==> config.mk <==
export PLATFORM = sky130hd
export DESIGN_NAME = instr_enc_loader
export DESIGN_NICKNAME = d
export VERILOG_FILES = /design/src/rtl/instr_enc_loader.sv
export SDC_FILE = /design/constraint.sdc
export NUM_CORES = 1
export LEC_CHECK = 0
export CORE_MARGIN = 2
export CORE_UTILIZATION = 35
export DETAILED_ROUTE_END_ITERATION = 12
export GPL_TIMING_DRIVEN = 0
export PLACE_DENSITY = 0.6
export SLEW_MARGIN = 0
export SYNTH_ARGS = -nofsm -noshare
export SYNTH_HDL_FRONTEND = slang
export SYNTH_SLANG_ARGS = --single-unit
==> constraint.sdc <==
create_clock -name clk -period 2.16 [get_ports clk]
set_clock_uncertainty 0.05 [all_clocks]
set_input_delay 0.432 -clock clk [delete_from_list [all_inputs] [get_ports clk]]
set_output_delay 0.432 -clock clk [all_outputs]
set_load 0.1 [all_outputs]
==> src/rtl/instr_enc_loader.sv <==
// instr_enc_loader: encodes LA32 ADD.W/ADDI.W/LU12I.W/LD.W/ST.W/BNE requests into
// 32-bit words and streams them with auto-incrementing word addresses to the IM.
module instr_enc_loader #(
    parameter int          IM_AW     = 10,
    parameter int unsigned BASE_ADDR = 0
) (
    input  logic             clk,
    input  logic             rstn,
    input  logic             clr,
    input  logic             in_valid,
    output logic             in_ready,
    input  logic [2:0]       in_op,
    input  logic [4:0]       in_rd,
    input  logic [4:0]       in_rj,
    input  logic [4:0]       in_rk,
    input  logic [31:0]      in_imm,
    output logic             out_valid,
    input  logic             out_ready,
    output logic [IM_AW-1:0] out_addr,
    output logic [31:0]      out_instr,
    output logic [IM_AW:0]   emit_cnt,
    output logic             full,
    output logic             err,
    output logic [1:0]       err_code
);
    typedef enum logic [2:0] {
        OP_ADD   = 3'd0,
        OP_ADDI  = 3'd1,
        OP_LU12I = 3'd2,
        OP_LD    = 3'd3,
        OP_ST    = 3'd4,
        OP_BNE   = 3'd5
    } op_e;

    typedef enum logic [1:0] {
        ERR_NONE    = 2'b00,
        ERR_RANGE   = 2'b01,
        ERR_ILLEGAL = 2'b10,
        ERR_FULL    = 2'b11
    } err_e;

    localparam logic [IM_AW-1:0] ADDR_BASE = BASE_ADDR[IM_AW-1:0];
    localparam logic [IM_AW-1:0] ADDR_LAST = '1;

    logic [31:0]      w_instr;
    logic             w_range_ok;
    logic             w_legal_op;
    logic             w_si12_ok;
    logic             w_boff_ok;
    err_e             w_err;
    logic             w_accept;
    logic             w_load;
    logic             w_drop;
    logic             w_emit;

    logic             r_out_valid;
    logic [IM_AW-1:0] r_out_addr;
    logic [31:0]      r_out_instr;
    logic [IM_AW-1:0] r_next_addr;
    logic [IM_AW:0]   r_emit_cnt;
    logic             r_full;
    logic             r_err;
    logic [1:0]       r_err_code;

    // si12 fits when bits [31:11] are a pure sign extension; the branch offset likewise
    // needs [31:17] to be sign-only plus word alignment.
    assign w_si12_ok = (in_imm[31:11] == '0) || (in_imm[31:11] == '1);
    assign w_boff_ok = (in_imm[1:0] == 2'b00) &&
                       ((in_imm[31:17] == '0) || (in_imm[31:17] == '1));

    always_comb begin
        // NOTE: every signal written here gets a default first, so no latch is inferred.
        w_instr    = '0;
        w_range_ok = 1'b1;
        w_legal_op = 1'b1;
        case (in_op)
            OP_ADD:   w_instr = 32'h0010_0000 | {17'd0, in_rk, in_rj, in_rd};
            OP_ADDI: begin
                w_instr    = 32'h0280_0000 | {10'd0, in_imm[11:0], in_rj, in_rd};
                w_range_ok = w_si12_ok;
            end
            OP_LU12I: begin
                w_instr    = 32'h1400_0000 | {7'd0, in_imm[31:12], in_rd};
                w_range_ok = (in_imm[11:0] == 12'd0);
            end
            OP_LD: begin
                w_instr    = 32'h2880_0000 | {10'd0, in_imm[11:0], in_rj, in_rd};
                w_range_ok = w_si12_ok;
            end
            OP_ST: begin
                w_instr    = 32'h2980_0000 | {10'd0, in_imm[11:0], in_rj, in_rd};
                w_range_ok = w_si12_ok;
            end
            OP_BNE: begin
                w_instr    = 32'h5C00_0000 | {6'd0, in_imm[17:2], in_rj, in_rd};
                w_range_ok = w_boff_ok;
            end
            default:  w_legal_op = 1'b0;
        endcase

        if (r_full)           w_err = ERR_FULL;
        else if (!w_legal_op) w_err = ERR_ILLEGAL;
        else if (!w_range_ok) w_err = ERR_RANGE;
        else                  w_err = ERR_NONE;
    end

    // Held low throughout reset so no request can be taken before rstn releases.
    assign in_ready = rstn && !clr && (!r_out_valid || out_ready);
    assign w_accept = in_valid && in_ready;
    assign w_load   = w_accept && (w_err == ERR_NONE);
    assign w_drop   = w_accept && (w_err != ERR_NONE);
    assign w_emit   = r_out_valid && out_ready;

    // NOTE: sequential state uses non-blocking assignments so every flop samples pre-edge values.
    always_ff @(posedge clk or negedge rstn) begin
        if (!rstn) begin
            r_out_valid <= 1'b0;
            r_out_addr  <= ADDR_BASE;
            r_out_instr <= '0;
            r_next_addr <= ADDR_BASE;
            r_emit_cnt  <= '0;
            r_full      <= 1'b0;
            r_err       <= 1'b0;
            r_err_code  <= ERR_NONE;
        end else if (clr) begin
            r_out_valid <= 1'b0;
            r_out_addr  <= ADDR_BASE;
            r_out_instr <= '0;
            r_next_addr <= ADDR_BASE;
            r_emit_cnt  <= '0;
            r_full      <= 1'b0;
            r_err       <= 1'b0;
            r_err_code  <= ERR_NONE;
        end else begin
            if (w_emit) begin
                r_emit_cnt <= r_emit_cnt + 1'b1;
            end

            if (w_load) begin
                r_out_valid <= 1'b1;
                r_out_addr  <= r_next_addr;
                r_out_instr <= w_instr;
                // The last IM slot saturates the counter instead of wrapping onto address 0.
                if (r_next_addr == ADDR_LAST) begin
                    r_full <= 1'b1;
                end else begin
                    r_next_addr <= r_next_addr + 1'b1;
                end
            end else if (w_emit) begin
                r_out_valid <= 1'b0;
            end

            if (w_drop) begin
                r_err      <= 1'b1;
                r_err_code <= w_err;
            end
        end
    end

    assign out_valid = r_out_valid;
    assign out_addr  = r_out_addr;
    assign out_instr = r_out_instr;
    assign emit_cnt  = r_emit_cnt;
    assign full      = r_full;
    assign err       = r_err;
    assign err_code  = r_err_code;

endmodule

==> impl_metrics.env, run 1 <==
export IMPL_wl_per_cell_um=17.9
export IMPL_totalWireLength_um=12900
export IMPL_hold_viol_final=0
export IMPL_avgSynthCellArea_sq_um=8.96
export IMPL_ys_top_cells_by_area="dfrtp_1, o21ai_0, mux2i_1"
export IMPL_antenna_found_initial=0
export IMPL_grt_overflow=0
export IMPL_first_pass_iters=4
export IMPL_synth_area_leader_cell="dfrtp_1"
export IMPL_syn_area_sq_um=3880
export IMPL_cp_max_fo=5
export IMPL_core_sq_um=10800
export IMPL_grt_usage=0.219
export IMPL_worst_setup_path_type="in2reg"
export IMPL_r2r_cells=7
export IMPL_yosysMostFrequentCell="dfrtp_1"
export IMPL_yosys_warnings=0
export IMPL_grt_pass1_vias=3871
export IMPL_clock_fmax_mhz=412
export IMPL_insertion_delay_ns=0.36
export IMPL_pin_count=114
export IMPL_drt_vias_per_instance=5.43
export IMPL_clkTransAtPathRegs_ns=0.09
export IMPL_min_period_ns=2.43
export IMPL_postCtsHoldBufs=0
export IMPL_outcome="finished, violations left"
export IMPL_synth_edf_count=0
export IMPL_antenna_cells=0
export IMPL_clock_path_buffers=2
export IMPL_p_total_w=0.00291
export IMPL_dieWidth_um=109
export IMPL_cp_end_kind="flop"
export IMPL_ant_nets=0
export IMPL_cts_root_buf="clkbuf_8"
export IMPL_drive_above_1_share=0.284
export IMPL_power_density_nw_per_um2=475
export IMPL_layout_setup_ws_ns=-0.269
export IMPL_grt_start_max_net_pins=70
export IMPL_gp_congestion=0.865
export IMPL_setup_viol=47
export IMPL_drt_iter0_markers=161
export IMPL_num_rows=38
export IMPL_fin_crit_sh=1.12
export IMPL_ir_drop_mv=0.240
export IMPL_port_buffers=112
export IMPL_fin_tns_setup_ns=-4.38
export IMPL_ys_types=50
export IMPL_die_area_sq_um=11900
export IMPL_cap_violations=0
export IMPL_grt_pass1_wl_um=20200
export IMPL_cts_tree="built"
export IMPL_fp_dieH_um=109
export IMPL_worstSetupStartpointType="primary input"
export IMPL_yosys_area_top_type_share=0.426
export IMPL_syn_nets=490
export IMPL_synth_ff_type="dfrtp_1"
export IMPL_rsz0062_at_grt="true"
export IMPL_place_area_sq_um=5240
export IMPL_yosysSeqAreaShare=0.426
export IMPL_syn_inst=433
export IMPL_drc=0
export IMPL_dp_hpwl_um=8820
export IMPL_worstPathArrival_ns=2.62
export IMPL_cts_buffers=9
export IMPL_ys_ff_latch=66
export IMPL_synthArstFlopShare=1.00
export IMPL_regToRegEndpoint="r_next_addr[5]$_DFFE_PN0P_"
export IMPL_violations="negative setup slack"
export IMPL_hold_ws_ns=0.0148
export IMPL_worst_pin_slew_ns=1.00
export IMPL_htree_levels=3
export IMPL_r2r_start="r_next_addr[0]$_DFFE_PN0P_"
export IMPL_slew_violations=0
export IMPL_nNetsFinal=637
export IMPL_start_util=0.358
export IMPL_vias=3937
export IMPL_synthTopCellsByCount="dfrtp_1, o21ai_0, nand3_1, clkbuf_1, nand2b_1"
export IMPL_final_util=0.566
export IMPL_power_leakage_nw=2.78
export IMPL_worstHoldPathType="in2async"
export IMPL_cts_sinks=66
export IMPL_slew_headroom=0.336
export IMPL_critPathRequiredTime_ns=2.35
export IMPL_final_cell_area_sq_um=6130
export IMPL_rrSetupSlack_ns=-0.05
export IMPL_area_growth_pct=58.0
-- placed cells by master, fill, tap and decap left out, types with 5 or more instances in the layout --
| cell | count |
|---|---|
| nand2_1 | 16 |
| clkbuf_8 | 13 |
| or3_1 | 5 |
| buf_4 | 14 |
| dfrtp_1 | 65 |
| nand3_1 | 6 |
| xor2_1 | 5 |
| o22ai_1 | 16 |
| buf_2 | 5 |
| nor4_2 | 5 |
| o21ai_0 | 12 |
| buf_6 | 20 |
| o21ai_2 | 18 |
| dlygate4sd2_1 | 64 |
| clkdlybuf4s50_1 | 25 |
| clkbuf_1 | 15 |
| clkbuf_2 | 5 |
| o21ai_1 | 14 |
| nand4_1 | 8 |
| a21oi_2 | 7 |
| nor2_1 | 20 |
| nand2b_1 | 26 |
| and3_1 | 5 |
| buf_8 | 7 |
| a22oi_1 | 11 |
| a21oi_1 | 19 |
| nand3_2 | 18 |
| inv_1 | 10 |
| mux2_2 | 11 |
| mux2i_1 | 18 |
| nor2b_1 | 21 |
-- power by group --
| group | total [W] | switching, W | leakage (nW) | internal (W) |
|---|---|---|---|---|
| Clock | 0.000965 | 0.000522 | 0.0851 | 0.000443 |
| Sequential | 0.00126 | 0.00000909 | 0.917 | 0.00125 |
| Combinational | 0.000687 | 0.000421 | 1.78 | 0.000266 |
-- metrics by stage --
stage          setup WS (ns)  std cells
6_report              -0.269        725
5_1_grt               -0.305        725
4_1_cts               -0.208        721
3_5_place_dp           -1.08        685
3_3_place_gp           -3.20        685
2_1_floorplan         -0.332        433
-- final cells by class --
type / instances / area, sq um
fillers: 989 / 4710
multi-input cells: 321 / 2480
flip-flops and latches: 66 / 1650
repair buffers: 136 / 1340
plain buffers: 36 / 275
well taps: 140 / 175
clock buffers: 11 / 141
inverters: 10 / 37.5
clock inverters: 5 / 30.0
-- worst max-delay path, stage by stage --
cell and delay [ns]:
clkdlybuf4s50_1 0.50, nor4_2 0.28, nand4_1 0.25, o311ai_4 0.15
o31ai_2 0.12, buf_6 0.15, buf_12 0.12, nor4_4 0.29
mux2_4 0.32
-- logic make-up after synthesis --
group                    synth area share
AND/OR/NAND/NOR                     0.242
AO/OA/AOI/OAI                       0.181
flip-flops                          0.426
buffers and inverters              0.0497
multiplexers                       0.0813
XOR/XNOR                           0.0135
adder cells (fa/ha/maj)           0.00645
other                            0.000967
-- per-layer routing --
layer  vias up  routed length (um)  global-route usage  share of wire
li1       1868                   -                   -              -
met1      1933                5820               0.297           0.45
met2       117                6240               0.362           0.48
met3        19                 667              0.0468          0.052
met4         0                 214              0.0497          0.017
met5         -                   0                   0              0
-- flip-flops by register name, summed over array words and instances (netlist names) --
name	flops
err	1
err_code	2
r_next_addr	10
emit_cnt	11
out_valid	1
out_addr	10
out_instr	30
full	1
-- worst max path at each step --
stage	startpoint	endpoint	slack [ns]
after floorplan	in_imm[18]	r_next_addr[5]$_DFFE_PN0P_	-0.33
after global placement	rstn	in_ready	-3.20
after detailed placement	in_imm[18]	r_next_addr[5]$_DFFE_PN0P_	-1.08
after CTS	in_imm[26]	r_next_addr[5]$_DFFE_PN0P_	-0.21
after global routing	in_imm[29]	r_next_addr[5]$_DFFE_PN0P_	-0.31
final	in_imm[3]	r_next_addr[5]$_DFFE_PN0P_	-0.27
-- what timing repair did --
action	in CTS	in global routing
pin swaps	25	16
setup endpoints to repair	113	58
buffers inserted	16	6
resized for setup	227	74
gates cloned	4	2
(Power assumes the default switching activity.)
==> run 2, diff against run 1 <==
SLEW_MARGIN = 20   (was 0)
==> impl_metrics.env, run 2 (same netlist as run 1, synthesis figures left out) <==
export IMPL_drt_vias_per_instance=5.34
export IMPL_hold_ws_ns=0.0817
export IMPL_worst_pin_slew_ns=0.997
export IMPL_grt_usage=0.218
export IMPL_cap_violations=0
export IMPL_clock_fmax_mhz=428
export IMPL_drive_above_1_share=0.273
export IMPL_intPower_w=0.00205
export IMPL_port_buffers=112
export IMPL_die_area_sq_um=11900
export IMPL_slew_headroom=0.338
export IMPL_grt_pass1_vias=3935
export IMPL_final_util=0.566
export IMPL_fillers=996
export IMPL_largest_reg_flops=30
export IMPL_dieWidth_um=109
export IMPL_core_sq_um=10800
export IMPL_insertion_delay_ns=0.35
export IMPL_hold_viol_final=0
export IMPL_p_total_w=0.00299
export IMPL_cts_buffers=9
export IMPL_nNetsFinal=639
export IMPL_switching_power_w=0.000937
export IMPL_grt_overflow=0
export IMPL_power_density_nw_per_um2=487
export IMPL_worstPathArrival_ns=2.57
export IMPL_grt_start_max_net_pins=31
export IMPL_layout_common_cells="dfrtp_1, dlygate4sd2_1, nand2b_1, clkdlybuf4s50_1"
export IMPL_drt_iter0_markers=128
export IMPL_fin_crit_sh=1.08
export IMPL_pre_cts_slack_ns=-1.07
export IMPL_critPathRequiredTime_ns=2.40
export IMPL_clkTransAtPathRegs_ns=0.08
export IMPL_htree_levels=3
export IMPL_start_util=0.358
export IMPL_clkPwrFrac=0.349
export IMPL_outcome="finished, violations left"
export IMPL_layout_setup_ws_ns=-0.175
export IMPL_swShare=0.313
export IMPL_min_period_ns=2.33
export IMPL_dp_hpwl_um=9000
export IMPL_cts_tree="built"
export IMPL_power_leakage_nw=2.77
export IMPL_fp_dieH_um=109
export IMPL_worstSetupStartpointType="primary input"
export IMPL_ir_drop_mv=0.283
export IMPL_totalWireLength_um=12600
export IMPL_antenna_cells=0
export IMPL_violations="negative setup slack"
export IMPL_first_pass_iters=4
export IMPL_grt_pass1_wl_um=20100
export IMPL_cp_end_kind="flop"
export IMPL_pin_count=114
export IMPL_power_frac_comb=0.231
export IMPL_wl_per_cell_um=17.4
export IMPL_area_growth_pct=58.2
export IMPL_worstHoldPathType="in2async"
export IMPL_p_seq_frac=0.421
export IMPL_ant_nets=0
export IMPL_cts_root_buf="clkbuf_8"
export IMPL_antenna_found_initial=0
export IMPL_rsz0062_at_grt="true"
export IMPL_r2r_cells=7
export IMPL_final_common_cell="dfrtp_1"
export IMPL_slew_violations=0
export IMPL_gp_congestion=0.865
export IMPL_setup_viol=45
export IMPL_drc=0
export IMPL_cts_sinks=66
export IMPL_num_rows=38
export IMPL_cp_max_fo=6
export IMPL_clock_path_buffers=2
export IMPL_worst_setup_path_type="in2reg"
export IMPL_vias=3883
[run 2: critical path, cell delays in order]
cell and delay [ns]:
dlygate4sd2_1 0.32, nand2b_2 0.25, o21a_1 0.25, o311ai_4 0.37
o31ai_4 0.14, buf_6 0.16, or4_4 0.51, a21oi_2 0.14
[run 2: final timing paths]
path,startpoint,endpoint,slack [ns]
max in group asynchronous,rstn,full$_DFFE_PN0P_,1.01
worst max register to register,r_next_addr[1]$_DFFE_PN0P_,r_next_addr[5]$_DFFE_PN0P_,0.03
worst min-delay path,rstn,err$_DFFE_PN0P_,0.08
min in group clk,in_imm[29],out_instr[22]$_DFFE_PN0P_,0.41
worst min register to register,err$_DFFE_PN0P_,err$_DFFE_PN0P_,0.46
worst max-delay path,in_op[1],r_next_addr[4]$_DFFE_PN0P_,-0.17
[run 2: through the flow]
step,setup TNS (ns),instance area (sq um),cells
finish,-3.10,6140,727
global route,-7.05,6140,727
CTS,-1.22,5800,722
detailed placement,-52.68,5260,686
global placement,-264.29,5240,685
floorplan,-6.50,3950,433
[run 2: timing repair]
item | CTS | global route
hold buffers | 4 | 0
cloned | 5 | 2
hold endpoints to repair | 25 | 0
setup endpoints to repair | 113 | 60
pin swaps | 17 | 31
gates resized for setup | 217 | 82
buffers inserted | 11 | 7
[run 2: routing by layer]
metal / wire [um] / track usage
met1: 5630 / 0.291
met2: 6130 / 0.356
met3: 674 / 0.0439
met4: 204 / 0.0696
met5: 0 / 0
[run 2: cell type report]
class                           count  area, sq um  share of cell area
Sequential cell                    66         1650               0.269
Clock inverter                      7         70.1              0.0114
Timing Repair Buffer              139         1410               0.229
Multi-Input combinational cell    321         2420               0.394
Tap cell                          140          175              0.0285
Inverter                           10         37.5             0.00611
Buffer                             35          254              0.0414
Clock buffer                        9          124              0.0202
[run 2: power groups by stage]
stage	combinational (W)	clock, W	sequential, W
2_1_floorplan	0.000222	0	0.00139
3_3_place_gp	0.000576	0	0.00128
3_5_place_dp	0.000582	0	0.00128
4_1_cts	0.000651	0.00107	0.00126
5_1_grt	0.000734	0.00112	0.00126
6_report	0.000689	0.00104	0.00126
